$ cat src/rtl/systolic_feeder_pkg.sv
// Shared types and width helpers for the systolic array edge feeder.
package systolic_feeder_pkg;

  typedef enum logic [1:0] {
    StIdle   = 2'd0,
    StLoad   = 2'd1,
    StStream = 2'd2
  } feeder_state_e;

  // Step counter covers beats 0..2N-2.
  function automatic int unsigned step_width(input int unsigned n);
    return $clog2(2 * n);
  endfunction

  function automatic int unsigned ptr_width(input int unsigned n);
    return (n > 1) ? $clog2(n) : 1;
  endfunction

  function automatic int unsigned lane_lsb(input int unsigned lane, input int unsigned width);
    return lane * width;
  endfunction

endpackage

$ cat src/rtl/systolic_feeder_bank.sv
// NxN operand buffer: one row write port, per-lane combinational element read.
module systolic_feeder_bank
  import systolic_feeder_pkg::*;
#(
  parameter int unsigned data_size  = 8,
  parameter int unsigned array_size = 4,
  localparam int unsigned PTR_W     = ptr_width(array_size),
  localparam int unsigned VEC_W     = array_size * data_size
) (
  input  logic                        clk,
  input  logic                        i_wr_en,
  input  logic [PTR_W-1:0]            i_wr_row,
  input  logic [VEC_W-1:0]            i_wr_vec,
  input  logic [array_size*PTR_W-1:0] i_rd_rows,
  output logic [VEC_W-1:0]            o_rd_vec
);

  logic [VEC_W-1:0] r_mem [array_size];

  // Contents need no reset: lanes are only read after their row has been written.
  always_ff @(posedge clk) begin
    if (i_wr_en) begin
      r_mem[i_wr_row] <= i_wr_vec;
    end
  end

  always_comb begin
    o_rd_vec = '0;
    for (int i = 0; i < int'(array_size); i++) begin
      o_rd_vec[lane_lsb(i, data_size) +: data_size] =
          r_mem[i_rd_rows[i*PTR_W +: PTR_W]][lane_lsb(i, data_size) +: data_size];
    end
  end

endmodule

$ cat src/rtl/systolic_feeder.sv
// Skewed systolic-array edge feeder: buffers an NxN matrix, then streams lane i delayed i beats.
// Define FEEDER_PINGPONG_EN for a second bank that fills while the other bank streams.
module systolic_feeder
  import systolic_feeder_pkg::*;
#(
  parameter int unsigned data_size  = 8,
  parameter int unsigned array_size = 4
) (
  input  logic                            clk,
  input  logic                            reset,
  input  logic [array_size*data_size-1:0] in_data,
  input  logic                            in_valid,
  output logic                            in_ready,
  output logic [array_size*data_size-1:0] out_data,
  output logic [array_size-1:0]           out_lane_valid,
  output logic                            out_valid,
  input  logic                            out_ready,
  output logic                            done
);

  localparam int unsigned VEC_W   = array_size * data_size;
  localparam int unsigned STEP_W  = step_width(array_size);
  localparam int unsigned PTR_W   = ptr_width(array_size);
  localparam logic [STEP_W-1:0] LastStep = STEP_W'(2 * array_size - 2);
  localparam logic [PTR_W-1:0]  LastRow  = PTR_W'(array_size - 1);

  feeder_state_e               r_state, w_state_d;
  logic [PTR_W-1:0]            r_wr_ptr, w_wr_ptr_d;
  logic [STEP_W-1:0]           r_t, w_t_d;
  logic [VEC_W-1:0]            r_out_data;
  logic [array_size-1:0]       r_out_lane_valid;
  logic                        r_out_valid, r_done, r_live;
  logic                        w_accept, w_last_row, w_adv, w_last_beat;
  logic                        w_load_beat, w_clear, w_done_d;
  logic [array_size*PTR_W-1:0] w_rd_rows;
  logic [array_size-1:0]       w_beat_mask;
  logic [VEC_W-1:0]            w_src_vec, w_beat_data;

  assign w_accept    = in_valid & in_ready;
  assign w_last_row  = w_accept & (r_wr_ptr == LastRow);
  assign w_adv       = r_out_valid & out_ready;
  assign w_last_beat = w_adv & (r_t == LastStep);

`ifdef FEEDER_PINGPONG_EN
  logic             r_wr_bank, w_wr_bank_d, r_rd_bank, w_rd_bank_d;
  logic             r_pend, w_pend_d, w_src_bank;
  logic [VEC_W-1:0] w_rd_vec0, w_rd_vec1;

  // r_pend: the fill bank holds a complete matrix waiting for the stream bank to drain.
  assign in_ready = r_live & ~r_pend;
`else
  assign in_ready = r_live & (r_state != StStream);
`endif

  always_comb begin
    w_state_d   = r_state;
    w_wr_ptr_d  = r_wr_ptr;
    w_t_d       = r_t;
    w_load_beat = 1'b0;
    w_clear     = 1'b0;
    w_done_d    = 1'b0;
`ifdef FEEDER_PINGPONG_EN
    w_wr_bank_d = r_wr_bank;
    w_rd_bank_d = r_rd_bank;
    w_pend_d    = r_pend;
    w_src_bank  = r_rd_bank;
`endif
    if (w_accept) begin
      w_wr_ptr_d = w_last_row ? '0 : r_wr_ptr + 1'b1;
    end
    unique case (r_state)
      StIdle, StLoad: begin
        if (w_accept) begin
          w_state_d = StLoad;
          if (w_last_row) begin
            w_state_d   = StStream;
            w_t_d       = '0;
            w_load_beat = 1'b1;
`ifdef FEEDER_PINGPONG_EN
            w_src_bank  = r_wr_bank;
            w_rd_bank_d = r_wr_bank;
            w_wr_bank_d = ~r_wr_bank;
`endif
          end
        end
      end
      StStream: begin
`ifdef FEEDER_PINGPONG_EN
        w_pend_d = r_pend | w_last_row;
`endif
        if (w_last_beat) begin
          w_done_d = 1'b1;
`ifdef FEEDER_PINGPONG_EN
          // Back-to-back swap: the full fill bank streams next with no idle beat.
          if (r_pend | w_last_row) begin
            w_t_d       = '0;
            w_load_beat = 1'b1;
            w_src_bank  = r_wr_bank;
            w_rd_bank_d = r_wr_bank;
            w_wr_bank_d = r_rd_bank;
            w_pend_d    = 1'b0;
          end else
`endif
          begin
            w_state_d = (w_wr_ptr_d != '0) ? StLoad : StIdle;
            w_t_d     = '0;
            w_clear   = 1'b1;
          end
        end else if (w_adv) begin
          w_t_d       = r_t + 1'b1;
          w_load_beat = 1'b1;
        end
      end
      default: w_state_d = StIdle;
    endcase
  end

  // Lane i at step t reads row t-i while that row index is inside the matrix.
  always_comb begin
    w_rd_rows   = '0;
    w_beat_mask = '0;
    for (int i = 0; i < int'(array_size); i++) begin
      if ((int'(w_t_d) >= i) && ((int'(w_t_d) - i) < int'(array_size))) begin
        w_beat_mask[i]              = 1'b1;
        w_rd_rows[i*PTR_W +: PTR_W] = PTR_W'(int'(w_t_d) - i);
      end
    end
  end

  always_comb begin
    w_beat_data = '0;
    for (int i = 0; i < int'(array_size); i++) begin
      if (w_beat_mask[i]) begin
        w_beat_data[lane_lsb(i, data_size) +: data_size] =
            w_src_vec[lane_lsb(i, data_size) +: data_size];
      end
    end
  end

`ifdef FEEDER_PINGPONG_EN
  systolic_feeder_bank #(
    .data_size  (data_size),
    .array_size (array_size)
  ) u_bank0 (
    .clk       (clk),
    .i_wr_en   (w_accept & ~r_wr_bank),
    .i_wr_row  (r_wr_ptr),
    .i_wr_vec  (in_data),
    .i_rd_rows (w_rd_rows),
    .o_rd_vec  (w_rd_vec0)
  );

  systolic_feeder_bank #(
    .data_size  (data_size),
    .array_size (array_size)
  ) u_bank1 (
    .clk       (clk),
    .i_wr_en   (w_accept & r_wr_bank),
    .i_wr_row  (r_wr_ptr),
    .i_wr_vec  (in_data),
    .i_rd_rows (w_rd_rows),
    .o_rd_vec  (w_rd_vec1)
  );

  assign w_src_vec = w_src_bank ? w_rd_vec1 : w_rd_vec0;

  always_ff @(posedge clk or negedge reset) begin
    if (!reset) begin
      r_wr_bank <= 1'b0;
      r_rd_bank <= 1'b0;
      r_pend    <= 1'b0;
    end else begin
      r_wr_bank <= w_wr_bank_d;
      r_rd_bank <= w_rd_bank_d;
      r_pend    <= w_pend_d;
    end
  end
`else
  systolic_feeder_bank #(
    .data_size  (data_size),
    .array_size (array_size)
  ) u_bank (
    .clk       (clk),
    .i_wr_en   (w_accept),
    .i_wr_row  (r_wr_ptr),
    .i_wr_vec  (in_data),
    .i_rd_rows (w_rd_rows),
    .o_rd_vec  (w_src_vec)
  );
`endif

  always_ff @(posedge clk or negedge reset) begin
    if (!reset) begin
      r_state          <= StIdle;
      r_wr_ptr         <= '0;
      r_t              <= '0;
      r_out_data       <= '0;
      r_out_lane_valid <= '0;
      r_out_valid      <= 1'b0;
      r_done           <= 1'b0;
      r_live           <= 1'b0;
    end else begin
      r_live   <= 1'b1;
      r_state  <= w_state_d;
      r_wr_ptr <= w_wr_ptr_d;
      r_t      <= w_t_d;
      r_done   <= w_done_d;
      if (w_load_beat) begin
        r_out_data       <= w_beat_data;
        r_out_lane_valid <= w_beat_mask;
        r_out_valid      <= 1'b1;
      end else if (w_clear) begin
        r_out_data       <= '0;
        r_out_lane_valid <= '0;
        r_out_valid      <= 1'b0;
      end
    end
  end

  assign out_data       = r_out_data;
  assign out_lane_valid = r_out_lane_valid;
  assign out_valid      = r_out_valid;
  assign done           = r_done;

endmodule

$ cat config.mk
export PLATFORM = sky130hd
export DESIGN_NAME = systolic_feeder
export DESIGN_NICKNAME = d
export VERILOG_FILES = /design/src/rtl/systolic_feeder_pkg.sv /design/src/rtl/systolic_feeder_bank.sv /design/src/rtl/systolic_feeder.sv
export SDC_FILE = /design/constraint.sdc
export NUM_CORES = 1
export LEC_CHECK = 0
export BUFFER_PORTS_ARGS = -buffer_cell sky130_fd_sc_hd__buf_4
export CORE_MARGIN = 2
export CORE_UTILIZATION = 55
export DETAILED_ROUTE_END_ITERATION = 10
export HOLD_SLACK_MARGIN = 0.1
export PLACE_DENSITY_LB_ADDON = 0.1
export SYNTH_ARGS = -nofsm -noshare
export SYNTH_HDL_FRONTEND = slang
export SYNTH_SLANG_ARGS = --single-unit
export TNS_END_PERCENT = 100
$ cat constraint.sdc
create_clock -name clk -period 3.6 [get_ports clk]
set_input_delay 0.18 -clock clk [delete_from_list [all_inputs] [get_ports clk]]
set_output_delay 0.18 -clock clk [all_outputs]
set_load 0.02 [all_outputs]
==> flow_summary_export.csv <==
group,metric,value,unit
hold_path,hold_class,"in -> reg",
clock_tree,postCtsSetupBuffers,0,
floorplanning,initial_utilization,56.6,%
yosys,yosys_warnings,0,
critical_path,worst_path_largest_cell_delay,0.44,ns
job,timing.max_cap.violations,0,
critical_path,worstSetupPathDepth,11,
drt,drt_drc_violations_left,0,
drt,detail_route.wl_per_cell,20.0,um
finish,nNetsFinal,617,
yosys,syn_area_per_cell,15.2,um^2
global_routing,grt_max_degree,47,
hold_path,min_delay_path_depth,4,
yosys,ys_top_cells_by_count,"edfxtp_1, nand2_1, dfrtp_1",
finish,drive_above_1_share,22.9,%
status,outcome,"completed",
timing,clock_skew,0.00801,ns
drt,drt_iter0_drc,322,
timing,grt_setup_unrepaired,"false",
timing,final-setup-viol-count,0,
yosys,synth_top_cell_area_share,56.1,%
floorplanning,dieArea,13400,um^2
critical_path,crit_path_launch_type,"flop",
global_routing,grt_pass1_wl,22900,um
critical_path,worst_setup_path_end_kind,"flop",
critical_path,crit_type,"reg -> reg",
critical_path,cp_cell_sequence,"inv_1 > ha_1 > nand2_1 > nand2_1 > a2bb2oi_4 > clkinv_1 > ha_1 > xnor2_2 > o21ai_0 > a32oi_1 > a32o_1",
drt,drt-total-wl,15000,um
critical_path,critical_path.n_buffers_inverters,2,
yosys,yosys-top-cells-area,"edfxtp_1, dfrtp_1, nand2_1",
clock_tree,htreeDepth,4,
yosys,library_cell_with_the_highest_instance_count_after_synthesis,"edfxtp_1",
power,design_power_total,0.00555,W
yosys,synthCells,451,
placement,port-buffer-count,74,
timing,final_period_util,93.4,%
yosys,synth_flop_cell,"edfxtp_1",
critical_path,worst_ep_arrival_time,3.72,ns
global_routing,globalRouteTotalUtil,23.7,%
floorplanning,io-pin-count,75,
critical_path,crit_path_top_delay_cell,"dfrtp_1",
timing,slew_headroom,52.7,%
clock_tree,cts_buffer_depth,2,
power,vdd_ir_drop_max,0.399,mV
clock_tree,number_of_buffers_created_by_cts,17,
critical_path,worstRegToRegCells,11,
global_routing,global_route.overflow_total,0,
yosys,fraction_of_the_yosys_area_taken_by_sequential_cells,72.8,%
drt,final_antenna_net_count,0,
drt,vias_per_inst,5.68,
global_routing,via_count_of_the_first_global_routing_pass,4320,
power,powerDensity,651,nW/um^2
finish,areaGrowthSynthToFinish,24.4,%
timing,fmaxAchievable,297,MHz
clock_tree,worst_setup_hold_path_clk_slew,0.06,ns
yosys,syn-num-nets,497,
placement,gpl.final_weighted_congestion,0.871,
placement,place_area,7610,um^2
floorplanning,die_width,116,um
yosys,yosys.area.top_type,"edfxtp_1",
floorplanning,die_height,116,um
power,static-leakage-power,3.40,nW
floorplanning,placementRows,40,
yosys,synthArstFlopShare,26.4,%
timing,timing_hold_violations_final,0,
drt,drt_pre_antenna_iters,5,
clock_tree,cts_root_buf,"clkbuf_16",
floorplanning,standard_cell_core_area,12100,um^2
finish,antenna_cells_inserted,0,
yosys,postSynthRegisterBits,174,
critical_path,cp.required,3.96,ns
timing,tightest_slew,0.703,ns
clock_tree,clock_sinks,174,
timing,shortest_clock_period_the_worst_path_allows_after_layout,3.36,ns
clock_tree,clkLatencyLatePin,0.43,ns
yosys,number_of_distinct_library_cell_variants_in_the_gate_level_netlist_after_synthesis,53,
global_routing,antenna_found_initial,0,
critical_path,cpLargestDelayFamily,"compound AO/OA/AOI/OAI gates",
yosys,post_synth_edffs,128,
critical_path,worstPathMaxFanout,9,
timing,finalMaxSlewViolations,0,
drt,route.vias.total,4271,
yosys,post_synth_instance_area,6860,um^2
finish,layout.cell_area.non_filler,8530,um^2
timing,setup_total_negative_slack,0,ns
placement,detailed_placement_wirelength_estimate,8940,um
clock_tree,cts_tree,"yes",
stage by stage:
stage | hold slack (ns) | worst slack [ns] | instances | utilization, %
finish | 0.130 | 0.238 | 752 | 70.4
global route | 0.154 | 0.0314 | 752 | 70.4
CTS | 0.112 | 0.0985 | 752 | 70.4
detailed placement | 0.257 | 0.126 | 687 | 62.8
global placement | 0.246 | 0.290 | 687 | 62.8
floorplan | -0.116 | 0.673 | 451 | -
cell families (layout without fill, tap and decap cells):
logic type	after synthesis	count (layout)	synth area share, %
AOI/OAI and AO/OA	96	96	11.4
buffers and inverters	28	161	2.12
DFF	174	174	72.8
xor gates and xnor gates	2	2	0.365
muxes	12	12	2.48
other	1	1	0.0547
adders and majority gates	10	10	1.82
and+or+nand+nor	128	128	8.89
routing by layer:
metal / part of all wire, % / up-vias / track usage, %
met2: 51 / 139 / 40.0
met4: 2.3 / 0 / 10.3
met5: 0 / - / 0
li1: - / 1955 / -
met3: 4.8 / 28 / 4.03
met1: 42 / 2149 / 30.6
final cells by class:
type                    count  area (um^2)
clock buffers              20          467
clock inverters            12          118
fillers                   852         3580
inverters                  12         45.0
multi-input cells         249         1730
flip-flops and latches    174         4990
well taps                 168          210
repair buffers            117          961
worst min-delay path: stages:
cell and delay, ns:
buf_4 0.12, nand2_1 0.05, o21ai_0 0.08, nand2_1 0.09
report_power, final:
| group | leakage (nW) | total, W | internal, W | switching, W |
|---|---|---|---|---|
| registers | 1.77 | 0.00255 | 0.00243 | 0.000119 |
| logic | 1.34 | 0.00121 | 0.000471 | 0.000736 |
| clock network | 0.290 | 0.00179 | 0.00107 | 0.000725 |
sequential cells by signal, summed over array words and instances, names as in the netlist:
register	flops
r_state	2
out_data	32
r_live	1
done	1
u_bank.r_mem	128
r_t	3
out_valid	1
out_lane_valid	4
r_wr_ptr	2
final timing paths:
check,from,to,slack (ns)
max,r_t[0],out_data[28],0.24
min,out_ready,r_state[1],0.13
max reg2reg,r_t[0],out_data[28],0.24
min reg2reg,out_data[14],out_data[14],0.47
max in group asynchronous,reset,out_data[20],2.83
min in group asynchronous,reset,r_live,0.32
cells in the final DEF (no fill, tap or decap), drive strengths merged, types with 2 or more instances in the layout:
cell type	count
or4	3
nor2	31
nor2b	7
inv	11
clkinv	10
mux2i	8
nand4b	2
a32o	7
a21oi	9
nor3	3
xnor2	2
ha	10
clkbuf	20
dfrtp	46
nand2	56
a221oi	5
a21boi	3
nand3	3
a21o	9
a32oi	5
o31ai	8
edfxtp	128
nand2b	8
bufinv	2
buf	84
o221ai	5
o32ai	8
and4b	2
and2	6
dlygate4sd3	33
a31oi	6
a22o	12
nand4	2
mux4	4
or3	2
o21ai	15
repair_timing:
item | CTS | global route
endpoints found under the hold margin | 174 | 0
gates resized for setup | 0 | 1
setup endpoints to repair | 0 | 8
hold buffers | 33 | 0
Note: power is estimated with default switching activity, not from simulation.
